==> src/rtl/cpu_pkg.sv <==
// Shared types and constants for the core-to-memory sequencer.
package cpu_pkg;

    // Sequencer steps for one instruction.
    typedef enum logic [1:0] {
        FETCH  = 2'd0,
        DECODE = 2'd1,
        DATA   = 2'd2,
        COMMIT = 2'd3
    } mem_state_t;

    // data_width encodings; 2'b11 is handled as a word access.
    localparam logic [1:0] WIDTH_BYTE = 2'b00;
    localparam logic [1:0] WIDTH_HALF = 2'b01;
    localparam logic [1:0] WIDTH_WORD = 2'b10;

    // addi x0, x0, 0
    localparam logic [31:0] NOP_INSTR = 32'h0000_0013;

endpackage

==> src/rtl/mem_lane_align.sv <==
// mem_lane_align: combinational byte-lane steering between the core and a 32-bit bus.
// Store side: lane enables and lane-replicated write data.
// Load side: picks the addressed lane from the read word and sign/zero extends it.
module mem_lane_align
    import cpu_pkg::*;
(
    input  logic [1:0]  width,
    input  logic [1:0]  offset,
    input  logic        load_unsigned,
    input  logic [31:0] store_data,
    input  logic [31:0] rdat,
    output logic [3:0]  sel,
    output logic [31:0] wdat,
    output logic [31:0] load_data
);

    logic [7:0]  rd_byte;
    logic [15:0] rd_half;

    // Misaligned halves drop offset[0]; misaligned words drop the whole offset.
    assign rd_byte = rdat[{offset, 3'b000} +: 8];
    assign rd_half = offset[1] ? rdat[31:16] : rdat[15:0];

    // Store lane enables and replicated data.
    always_comb begin
        sel  = 4'b1111;
        wdat = store_data;
        case (width)
            WIDTH_BYTE: begin
                sel  = 4'b0001 << offset;
                wdat = {4{store_data[7:0]}};
            end
            WIDTH_HALF: begin
                sel  = 4'b0011 << {offset[1], 1'b0};
                wdat = {2{store_data[15:0]}};
            end
            WIDTH_WORD: ;
            default: ;
        endcase
    end

    // Load lane extraction and extension.
    always_comb begin
        load_data = rdat;
        case (width)
            WIDTH_BYTE: load_data = load_unsigned ? {24'b0, rd_byte}
                                                  : {{24{rd_byte[7]}}, rd_byte};
            WIDTH_HALF: load_data = load_unsigned ? {16'b0, rd_half}
                                                  : {{16{rd_half[15]}}, rd_half};
            WIDTH_WORD: ;
            default: ;
        endcase
    end

endmodule

==> src/rtl/mem_request_handler.sv <==
// mem_request_handler: per-instruction sequencer between the core and the shared memory bus.
// Fetches the word at pc, holds it for one decode cycle, performs any load/store, then
// pulses pc_enable for one cycle. Optional macro MEM_REQUEST_HANDLER_TIMEOUT_EN adds a
// bus-ack watchdog that abandons a stuck request and sets the sticky bus_err flag.
module mem_request_handler
    import cpu_pkg::*;
#(
    parameter int unsigned TIMEOUT_CYCLES = 255
) (
    input  logic        hz100,
    input  logic        reset,
    input  logic [31:0] pc,
    output logic [31:0] instruction,
    output logic        pc_enable,
    input  logic        mem_read,
    input  logic        mem_write,
    input  logic [1:0]  data_width,
    input  logic        load_unsigned,
    input  logic [31:0] data_adr,
    input  logic [31:0] write_to_mem,
    output logic [31:0] load,
    output logic        bus_req,
    output logic        bus_we,
    output logic [31:0] bus_adr,
    output logic [3:0]  bus_sel,
    output logic [31:0] bus_wdat,
    input  logic [31:0] bus_rdat,
    input  logic        bus_ack,
    output logic        bus_err
);

    mem_state_t  state_q, state_d;
    logic [31:0] instr_q, instr_d;
    logic [31:0] load_q, load_d;
    logic [31:0] adr_q, adr_d;
    logic [31:0] wdat_q, wdat_d;
    logic [3:0]  sel_q, sel_d;
    logic        req_q, req_d;
    logic        we_q, we_d;
    logic        pc_en_q, pc_en_d;
    // Access shape captured on entry to DATA, used to extract the load at ack time.
    logic [1:0]  width_q, width_d;
    logic [1:0]  off_q, off_d;
    logic        uns_q, uns_d;

    logic [1:0]  al_width;
    logic [1:0]  al_off;
    logic        al_uns;
    logic [3:0]  al_sel;
    logic [31:0] al_wdat;
    logic [31:0] al_load;

    logic        ack;
    logic        timeout;
    logic [31:0] pc_word;
    logic        unused_pc_lsb;

    // An ack only counts while a request is outstanding.
    assign ack           = bus_ack & req_q;
    assign pc_word       = {pc[31:2], 2'b00};
    assign unused_pc_lsb = ^pc[1:0];

    // Store shape comes straight from the core while deciding; loads use the captured shape.
    assign al_width = (state_q == DECODE) ? data_width       : width_q;
    assign al_off   = (state_q == DECODE) ? data_adr[1:0]    : off_q;
    assign al_uns   = (state_q == DECODE) ? load_unsigned    : uns_q;

    mem_lane_align u_lane_align (
        .width         (al_width),
        .offset        (al_off),
        .load_unsigned (al_uns),
        .store_data    (write_to_mem),
        .rdat          (bus_rdat),
        .sel           (al_sel),
        .wdat          (al_wdat),
        .load_data     (al_load)
    );

`ifdef MEM_REQUEST_HANDLER_TIMEOUT_EN
    localparam int unsigned CntW = ($clog2(TIMEOUT_CYCLES + 1) > 8) ?
                                   $clog2(TIMEOUT_CYCLES + 1) : 8;

    logic [CntW-1:0] wait_q, wait_d;
    logic            err_q, err_d;

    // Count request cycles that have gone without an ack; expire on the last allowed one.
    always_comb begin
        wait_d = wait_q;
        err_d  = err_q | timeout;
        if (!req_q || ack) begin
            wait_d = '0;
        end else begin
            wait_d = wait_q + CntW'(1);
        end
    end

    assign timeout = req_q & ~bus_ack & (wait_q == CntW'(TIMEOUT_CYCLES - 1));
    assign bus_err = err_q;

    // Watchdog counter and sticky error flag.
    always_ff @(posedge hz100 or posedge reset) begin
        if (reset) begin
            wait_q <= '0;
            err_q  <= 1'b0;
        end else begin
            wait_q <= wait_d;
            err_q  <= err_d;
        end
    end
`else
    localparam int unsigned unused_timeout_cycles = TIMEOUT_CYCLES;

    assign timeout = 1'b0;
    assign bus_err = 1'b0;
`endif

    // Next-state and bus request launch/retire decisions.
    always_comb begin
        state_d = state_q;
        instr_d = instr_q;
        load_d  = load_q;
        adr_d   = adr_q;
        wdat_d  = wdat_q;
        sel_d   = sel_q;
        req_d   = req_q;
        we_d    = we_q;
        width_d = width_q;
        off_d   = off_q;
        uns_d   = uns_q;

        unique case (state_q)
            FETCH: begin
                if (!req_q) begin
                    // Only reached straight out of reset.
                    req_d = 1'b1;
                    we_d  = 1'b0;
                    sel_d = 4'b1111;
                end else if (ack || timeout) begin
                    instr_d = ack ? bus_rdat : NOP_INSTR;
                    adr_d   = pc_word;
                    req_d   = 1'b0;
                    state_d = DECODE;
                end
            end
            DECODE: begin
                if (mem_write || mem_read) begin
                    req_d   = 1'b1;
                    we_d    = mem_write;
                    adr_d   = {data_adr[31:2], 2'b00};
                    sel_d   = al_sel;
                    width_d = data_width;
                    off_d   = data_adr[1:0];
                    uns_d   = load_unsigned;
                    if (mem_write) begin
                        wdat_d = al_wdat;
                    end
                    state_d = DATA;
                end else begin
                    state_d = COMMIT;
                end
            end
            DATA: begin
                if (ack || timeout) begin
                    // A timed-out store is simply dropped.
                    if (!we_q) begin
                        load_d = ack ? al_load : 32'h0;
                    end
                    req_d   = 1'b0;
                    state_d = COMMIT;
                end
            end
            COMMIT: begin
                // Launch the next fetch on the same edge the core advances pc.
                req_d   = 1'b1;
                we_d    = 1'b0;
                sel_d   = 4'b1111;
                state_d = FETCH;
            end
        endcase

        pc_en_d = (state_d == COMMIT);
    end

    // Sequencer state and registered outputs.
    always_ff @(posedge hz100 or posedge reset) begin
        if (reset) begin
            state_q <= FETCH;
            instr_q <= NOP_INSTR;
            load_q  <= 32'h0;
            adr_q   <= 32'h0;
            wdat_q  <= 32'h0;
            sel_q   <= 4'b0000;
            req_q   <= 1'b0;
            we_q    <= 1'b0;
            pc_en_q <= 1'b0;
            width_q <= WIDTH_WORD;
            off_q   <= 2'b00;
            uns_q   <= 1'b0;
        end else begin
            state_q <= state_d;
            instr_q <= instr_d;
            load_q  <= load_d;
            adr_q   <= adr_d;
            wdat_q  <= wdat_d;
            sel_q   <= sel_d;
            req_q   <= req_d;
            we_q    <= we_d;
            pc_en_q <= pc_en_d;
            width_q <= width_d;
            off_q   <= off_d;
            uns_q   <= uns_d;
        end
    end

    assign instruction = instr_q;
    assign load        = load_q;
    assign pc_enable   = pc_en_q;
    assign bus_req     = req_q;
    assign bus_we      = we_q;
    assign bus_sel     = sel_q;
    assign bus_wdat    = wdat_q;
    // pc is a core register that only moves on the commit edge, so it is steady for the
    // whole fetch request; outside a fetch the captured address is presented.
    assign bus_adr     = (state_q == FETCH && req_q) ? pc_word : adr_q;

endmodule
==> config.mk <==
export PLATFORM = sky130hd
export DESIGN_NAME = mem_request_handler
export DESIGN_NICKNAME = d
export VERILOG_FILES = /design/src/rtl/cpu_pkg.sv /design/src/rtl/mem_lane_align.sv /design/src/rtl/mem_request_handler.sv
export SDC_FILE = /design/constraint.sdc
export NUM_CORES = 1
export LEC_CHECK = 0
export BUFFER_PORTS_ARGS = -buffer_cell sky130_fd_sc_hd__buf_2
export CAP_MARGIN = 15
export CELL_PAD_IN_SITES_DETAIL_PLACEMENT = 1
export CELL_PAD_IN_SITES_GLOBAL_PLACEMENT = 1
export CORE_ASPECT_RATIO = 1.5
export CORE_MARGIN = 3
export CORE_UTILIZATION = 37
export CTS_CLUSTER_DIAMETER = 200
export DETAILED_ROUTE_END_ITERATION = 8
export PLACE_DENSITY = 0.91
export SLEW_MARGIN = 20
export SYNTH_ARGS = -nofsm -noshare
export SYNTH_HDL_FRONTEND = slang
export SYNTH_SLANG_ARGS = --single-unit
==> constraint.sdc <==
create_clock -name hz100 -period 4.7 [get_ports hz100]
set_input_delay 0 -clock hz100 [delete_from_list [all_inputs] [get_ports hz100]]
set_output_delay 0 -clock hz100 [all_outputs]
set_load 0.01 [all_outputs]
==> metrics.csv, run 1 <==
metric,value,unit
dp.cells,1070,
place_hpwl,16600,um
slew_headroom,0.289,
synth-compound-area-share,0.129,
ctsResizeCount,0,
seq_area_frac_synth,0.505,
ir_worst_vdd,330,uV
cts_buffers,17,
maxCapViolCount,0,
p_per_area,675,nW/um^2
synthArstFlopShare,1.00,
maxSlewViolCount,0,
rows,60,
routabilityCongestion,0.781,
avgSynthCellArea,11.8,sq um
yosys_warnings,0,
finalPower,6.95,mW
synth_cells,590,
finalNonFillerCells,1233,
synthTopCellsByCount,"dfrtp_1, mux2_2, mux2i_1",
crit_type,flip-flop to flip-flop,
syn_area,6950,sq um
tritoncts,yes,
clk_pin_slew_worst_paths,0.07,ns
synth_area_leaders,"dfrtp_1, mux2_2, mux2i_1",
synthSimpleGateAreaFrac,0.0582,
nNetsFinal,1107,
yosysMostFrequentCell,dfrtp_1,
fin_tns_setup,0,ns
min_path_type,input pin to flip-flop,
synthXorXnorAreaFrac,0,
skew,0.0101,ns
vias,6429,
leakage,4.87,nW
cp-start-kind,flip-flop,
grt_pass1_vias,7405,
fin_util,0.567,
post_cts_buffers,0,
synth.largest_area_cell,dfrtp_1,
synth_edf_count,0,
synthAdderAreaFrac,0.0108,
synth_mux_area_frac,0.259,
first_pass_iters,5,
drcViolationCount,0,
hold_viol_final,0,
synthFlopType,dfrtp_1,
crit_path_top_delay_cell,mux2i_4,
h-tree-depth,4,
grt_pass1_wl,40900,um
drt_iter0_drc,338,
grt_setup_unrepaired,false,
postRouteAntennaNets,0,
worstPathCellList,"inv_1, ha_2, mux2i_4, nor2b_1, mux2_2, o21ai_0",
fin_ws,1.44,ns
clockRootBuffer,clkbuf_16,
clock_latency,0.42,ns
die_y,174,um
synth_top_family_by_area,multiplexers,
synth.distinct_cells,47,
setup_viol,0,
ios,272,
netlist.area_leader.share,0.490,
overflow,0,
wl_per_cell,21.6,um
slowest_delay,0.82,ns
antenna_found_initial,7,
ys_ff_latch,140,
critPathTopFamily,multiplexers,
period_share,0.693,
grt_max_degree,96,
arrival,3.58,ns
worst_slew_pin_slew,1.04,ns
dieWidth,118,um
syn_to_final_growth,48.2,%
die_area,20500,sq um
path_buf_inv,1,
status,completed,
io_buffers,266,
path_max_fanout,19,
core_area,18200,sq um
initial_utilization,0.383,
max_freq,307,MHz
grt_usage,0.255,
dpl_worst_slack,1.47,ns
cts.sinks,140,
wl,26700,um
min_period,3.26,ns
cts_buffer_depth,2,
critPathRequiredTime,5.02,ns
drive_gt1_frac,0.435,
vias_per_cell,5.21,
crit_path_end_kind,flip-flop,
layer usage:
metal | GRT usage | vias up | share of wire
li1 | - | 2889 | -
met1 | 0.255 | 3222 | 0.34
met2 | 0.487 | 248 | 0.56
met3 | 0.0477 | 70 | 0.042
met4 | 0.148 | 0 | 0.052
met5 | 0 | - | 0
cells by family (layout without fill, tap and decap cells):
logic type / Yosys count / in the layout
multiplexers: 162 / 162
AO/OA/AOI/OAI: 144 / 144
flip-flops: 140 / 140
AND/OR/NAND/NOR: 88 / 88
buffers and inverters: 49 / 435
adder cells (fa/ha/maj): 6 / 6
other: 1 / 10
power breakdown:
part	internal (mW)	leakage, nW	switching, mW	total, mW
Clock	0.761	0.289	0.603	1.36
Sequential	1.81	1.66	0.355	2.16
Combinational	1.58	2.92	1.84	3.42
Total	4.15	4.87	2.80	6.95
worst reg2reg max path, cell delays in order, from the launching register on:
cell and delay, ns:
dfrtp_1 0.42, inv_1 0.12, ha_2 0.41, mux2i_4 0.82, nor2b_1 0.82, mux2_2 0.41, o21ai_0 0.16
metrics by stage:
stage,area [sq um],hold slack (ns)
floorplan,6960,0.139
global placement,8440,0.244
detailed placement,8440,0.257
CTS,10300,0.000894
global route,10300,0.0650
finish,10300,0.0253
sequential cells by signal, indices dropped and copies added (netlist names):
| name | flops |
|---|---|
| load | 32 |
| bus_wdat | 32 |
| bus_we | 1 |
| bus_sel | 4 |
| uns_q | 1 |
| width_q | 2 |
| bus_req | 1 |
| off_q | 2 |
| instruction | 32 |
| pc_enable | 1 |
| adr_q | 30 |
| state_q | 2 |
cells in the final DEF, fill, tap and decap left out, types with 5 or more instances in the layout:
master | synthesis | layout
mux2i_1 | 71 | 70
dlygate4sd3_1 | 0 | 124
clkbuf_16 | 0 | 17
nor2_1 | 43 | 43
buf_2 | 4 | 266
buf_4 | 5 | 7
o22ai_1 | 8 | 8
a211oi_1 | 8 | 8
inv_8 | 0 | 6
a21oi_1 | 36 | 35
inv_1 | 6 | 5
a31oi_1 | 5 | 5
dfrtp_1 | 136 | 136
diode_2 | 0 | 7
a21o_1 | 8 | 8
mux2_2 | 84 | 84
o21ai_0 | 34 | 34
a22oi_1 | 24 | 24
ha_1 | 6 | 5
nand2_1 | 24 | 23
o21ai_2 | 10 | 10
path summary, 6_finish.rpt:
kind	depth (start not counted)	endpoint	startpoint	slack [ns]
max	6	load[4]	state_q[1]	1.44
min	4	bus_wdat[25]	write_to_mem[25]	0.03
max reg2reg	6	load[4]	state_q[1]	1.44
min reg2reg	1	bus_wdat[30]	bus_wdat[30]	0.48
max in group asynchronous	4	off_q[0]	reset	3.18
min in group asynchronous	3	bus_wdat[22]	reset	0.34
cell type report:
class                   instances  area (sq um)
fillers                      2032          7870
clock buffers                  17           425
repair buffers                397          2630
flip-flops and latches        140          3510
inverters                       6          27.5
well taps                     248           310
multi-input cells             403          3210
clock inverters                15           173
diodes                          7          17.5
repair_timing:
item,in CTS,in global routing
hold buffers,124,0
hold endpoints to repair,216,0
endpoints found under the setup margin,0,0
Note: power is estimated with default switching activity, not from simulation.
==> inputs of run 2 (changes only) <==
ABC_AREA = 1   (was unset)
CORE_UTILIZATION = 35   (was 37)
clock period = 3.05 ns   (was 4.7 ns; I/O delays follow)
==> metrics.csv, run 2 <==
metric,value,unit,change
r2r_slack,0.18,ns,-1.27 ns
vias,7843,,+22%
p_per_area,1080,nW/um^2,+61%
dieWidth,122,um,+3.5%
synthXorXnorAreaFrac,0,,unchanged
cts_buffers,17,,unchanged
nNetsFinal,1388,,+25%
final_cell_mix,"buf_2, nand2_1, dfrtp_1, dlygate4sd3_1, nor2_1",,
antenna_found_initial,5,,-2
maxSlewViolCount,0,,unchanged
grt_pass1_wl,48200,um,+18%
synthArstFlopShare,1.00,,unchanged
fin_util,0.535,,-0.0316
core_area,19800,sq um,+8.9%
cts_buffer_depth,2,,unchanged
critPathRequiredTime,3.39,ns,-1.63 ns
slew_headroom,0.494,,+0.205
min_period,2.87,ns,-0.382 ns
place_hpwl,18100,um,+8.9%
maxCapViolCount,0,,unchanged
arrival,3.21,ns,-0.37 ns
synth_top_family_by_area,simple AND/OR/NAND/NOR gates,,
fillCellCount,2393,,+18%
r2r_start,state_q[1],,
synthSimpleGateAreaFrac,0.218,,+0.160
fin_ws,0.176,ns,-1.27 ns
ir_worst_vdd,419,uV,+27%
die_area,22000,sq um,+7.2%
yosysMostFrequentCell,nand2_1,,
rows,63,,+5.0%
io_buffers,266,,unchanged
cp-start-kind,flip-flop,,
clk_pin_slew_worst_paths,0.06,ns,about the same
synth_area_leaders,"dfrtp_1, nand2_1, o21ai_0",,
min_path_type,input pin to flip-flop,,
drt_iter0_drc,436,,+29%
synth_edf_count,0,,unchanged
timing.rr.end,adr_q[7],,
grt_max_degree,84,,-13%
vias_per_cell,5.14,,-1.4%
netlist.area_leader.share,0.481,,-0.00841
wl,30500,um,+14%
synth.distinct_cells,30,,-36%
grt_usage,0.280,,+0.0252
die_y,180,um,+3.6%
crit_path_end_kind,flip-flop,,
synthAdderAreaFrac,0.0106,,-0.000185
tritoncts,yes,,
rr_worst_depth,11,,+5
leakage,5.34,nW,+9.6%
overflow,0,,unchanged
path_max_fanout,60,,+41
finalPower,11.5,mW,+65%
synth-compound-area-share,0.154,,+0.0247
skew,0.0166,ns,+0.00644 ns
clockRootBuffer,clkbuf_16,,
period_share,0.942,,+0.250
h-tree-depth,4,,unchanged
syn_to_final_growth,49.8,%,
syn_area,7070,sq um,+1.7%
max_freq,348,MHz,+13%
grt_pass1_vias,8896,,+20%
synthFlopType,dfrtp_1,,
hp-start,bus_ack,,
dpl_worst_slack,0.432,ns,-1.03 ns
routabilityCongestion,0.826,,+5.9%
drive_gt1_frac,0.295,,-0.140
multi_input_area,3080,sq um,-4.2%
postRouteAntennaNets,0,,unchanged
holdPathStages,4,,unchanged
regArea,3510,sq um,unchanged
crit_type,flip-flop to flip-flop,,
ios,272,,unchanged
drcViolationCount,0,,unchanged
worst_slew_pin_slew,0.759,ns,-0.285 ns
initial_utilization,0.357,,-0.0251
synth.largest_area_cell,dfrtp_1,,
dp.cells,1354,,+27%
finalNonFillerCells,1525,,+24%
synth_mux_area_frac,0.0494,,-0.210
wl_per_cell,20.0,um,-7.6%
fin_tns_setup,0,ns,unchanged
synth_cells,859,,+46%
avgSynthCellArea,8.23,sq um,-30%
grt_setup_unrepaired,false,,
ys_ff_latch,140,,unchanged
yosys_warnings,0,,unchanged
hold_viol_final,0,,unchanged
clock_latency,0.42,ns,about the same
seq_area_frac_synth,0.496,,-0.00867
synthTopCellsByCount,"nand2_1, dfrtp_1, nor2_1",,
min_to,bus_req,,
cts.sinks,140,,unchanged
setup_viol,0,,unchanged
first_pass_iters,5,,unchanged
status,completed,,
final_common_cell,buf_2,,
[run 2: cell types whose count changed in the layout (fill, tap and decap cells not counted), moves of 10 or more]
cell | previous run | this run
o21ai_2 | 10 | 0
a22oi_1 | 24 | 0
inv_1 | 5 | 66
mux2_2 | 84 | 31
a31oi_1 | 5 | 38
nand3_1 | 0 | 30
nor2_1 | 43 | 77
o21ai_0 | 34 | 72
a21oi_1 | 35 | 55
mux2i_1 | 70 | 0
nand2_1 | 23 | 257
[run 2: layout make-up]
class / count / area share
sequential: 140 / 0.331
multi-input combinational: 602 / 0.291
timing repair buffer: 413 / 0.264
clock buffer: 21 / 0.0416
tap: 260 / 0.0307
inverter: 72 / 0.0265
clock inverter: 11 / 0.0141
antenna: 6 / 0.00142
[run 2: layer usage]
metal	track usage	wire length, um
met5	0	0
met4	0.158	1740
met3	0.0641	1770
met2	0.510	16200
met1	0.290	10800
[run 2: per-stage QoR]
| step | cell area, sq um | hold WS (ns) |
|---|---|---|
| CTS | 10600 | 0.0319 |
| global placement | 8640 | 0.171 |
| detailed placement | 8640 | 0.171 |
| finish | 10600 | 0.0757 |
| floorplan | 7080 | 0.110 |
| global route | 10600 | 0.0609 |
[run 2: timing repair]
item                       in CTS  in global routing
setup endpoints to repair       0                 36
gates resized for setup         0                  7
hold buffers                  133                  0
setup buffers                   0                  0
hold endpoints to repair      267                  0
[run 2: worst max path at each step]
stage | startpoint | end | slack, ns | cells after the start
after CTS | state_q[1] | bus_wdat[27] | 0.03 | 10
after global placement | state_q[1] | load[27] | 0.56 | 11
after global routing | state_q[1] | bus_wdat[28] | 0.01 | 10
final | state_q[1] | adr_q[7] | 0.18 | 11
after floorplan | state_q[1] | load[16] | 1.23 | 12
after detailed placement | state_q[1] | load[29] | 0.43 | 11
[run 2: worst max-delay path, cell delays in order, from the launching register on]
cell and delay (ns):
dfrtp_1 0.42, inv_1 0.12, ha_1 0.25, inv_2 0.08, buf_4 0.25, o21ai_0 0.27, nand2_1 0.10, clkinv_1 0.10
buf_12 0.24, nor2_1 0.08, a31oi_1 0.20, dlygate4sd3_1 0.62
[run 2: logic make-up (layout without fill, tap and decap cells)]
logic type	after synthesis	count (layout)
other	1	9
DFF	140	140
AOI/OAI and AO/OA	184	184
adders and majority gates	6	6
and+or+nand+nor	378	378
muxes	31	31
buffers and inverters	119	517
[run 2: power by group]
| part | leakage (nW) | internal (mW) | switching (mW) |
|---|---|---|---|
| Clock | 0.277 | 1.29 | 0.816 |
| Combinational | 3.42 | 2.41 | 3.62 |
| Sequential | 1.64 | 2.77 | 0.576 |
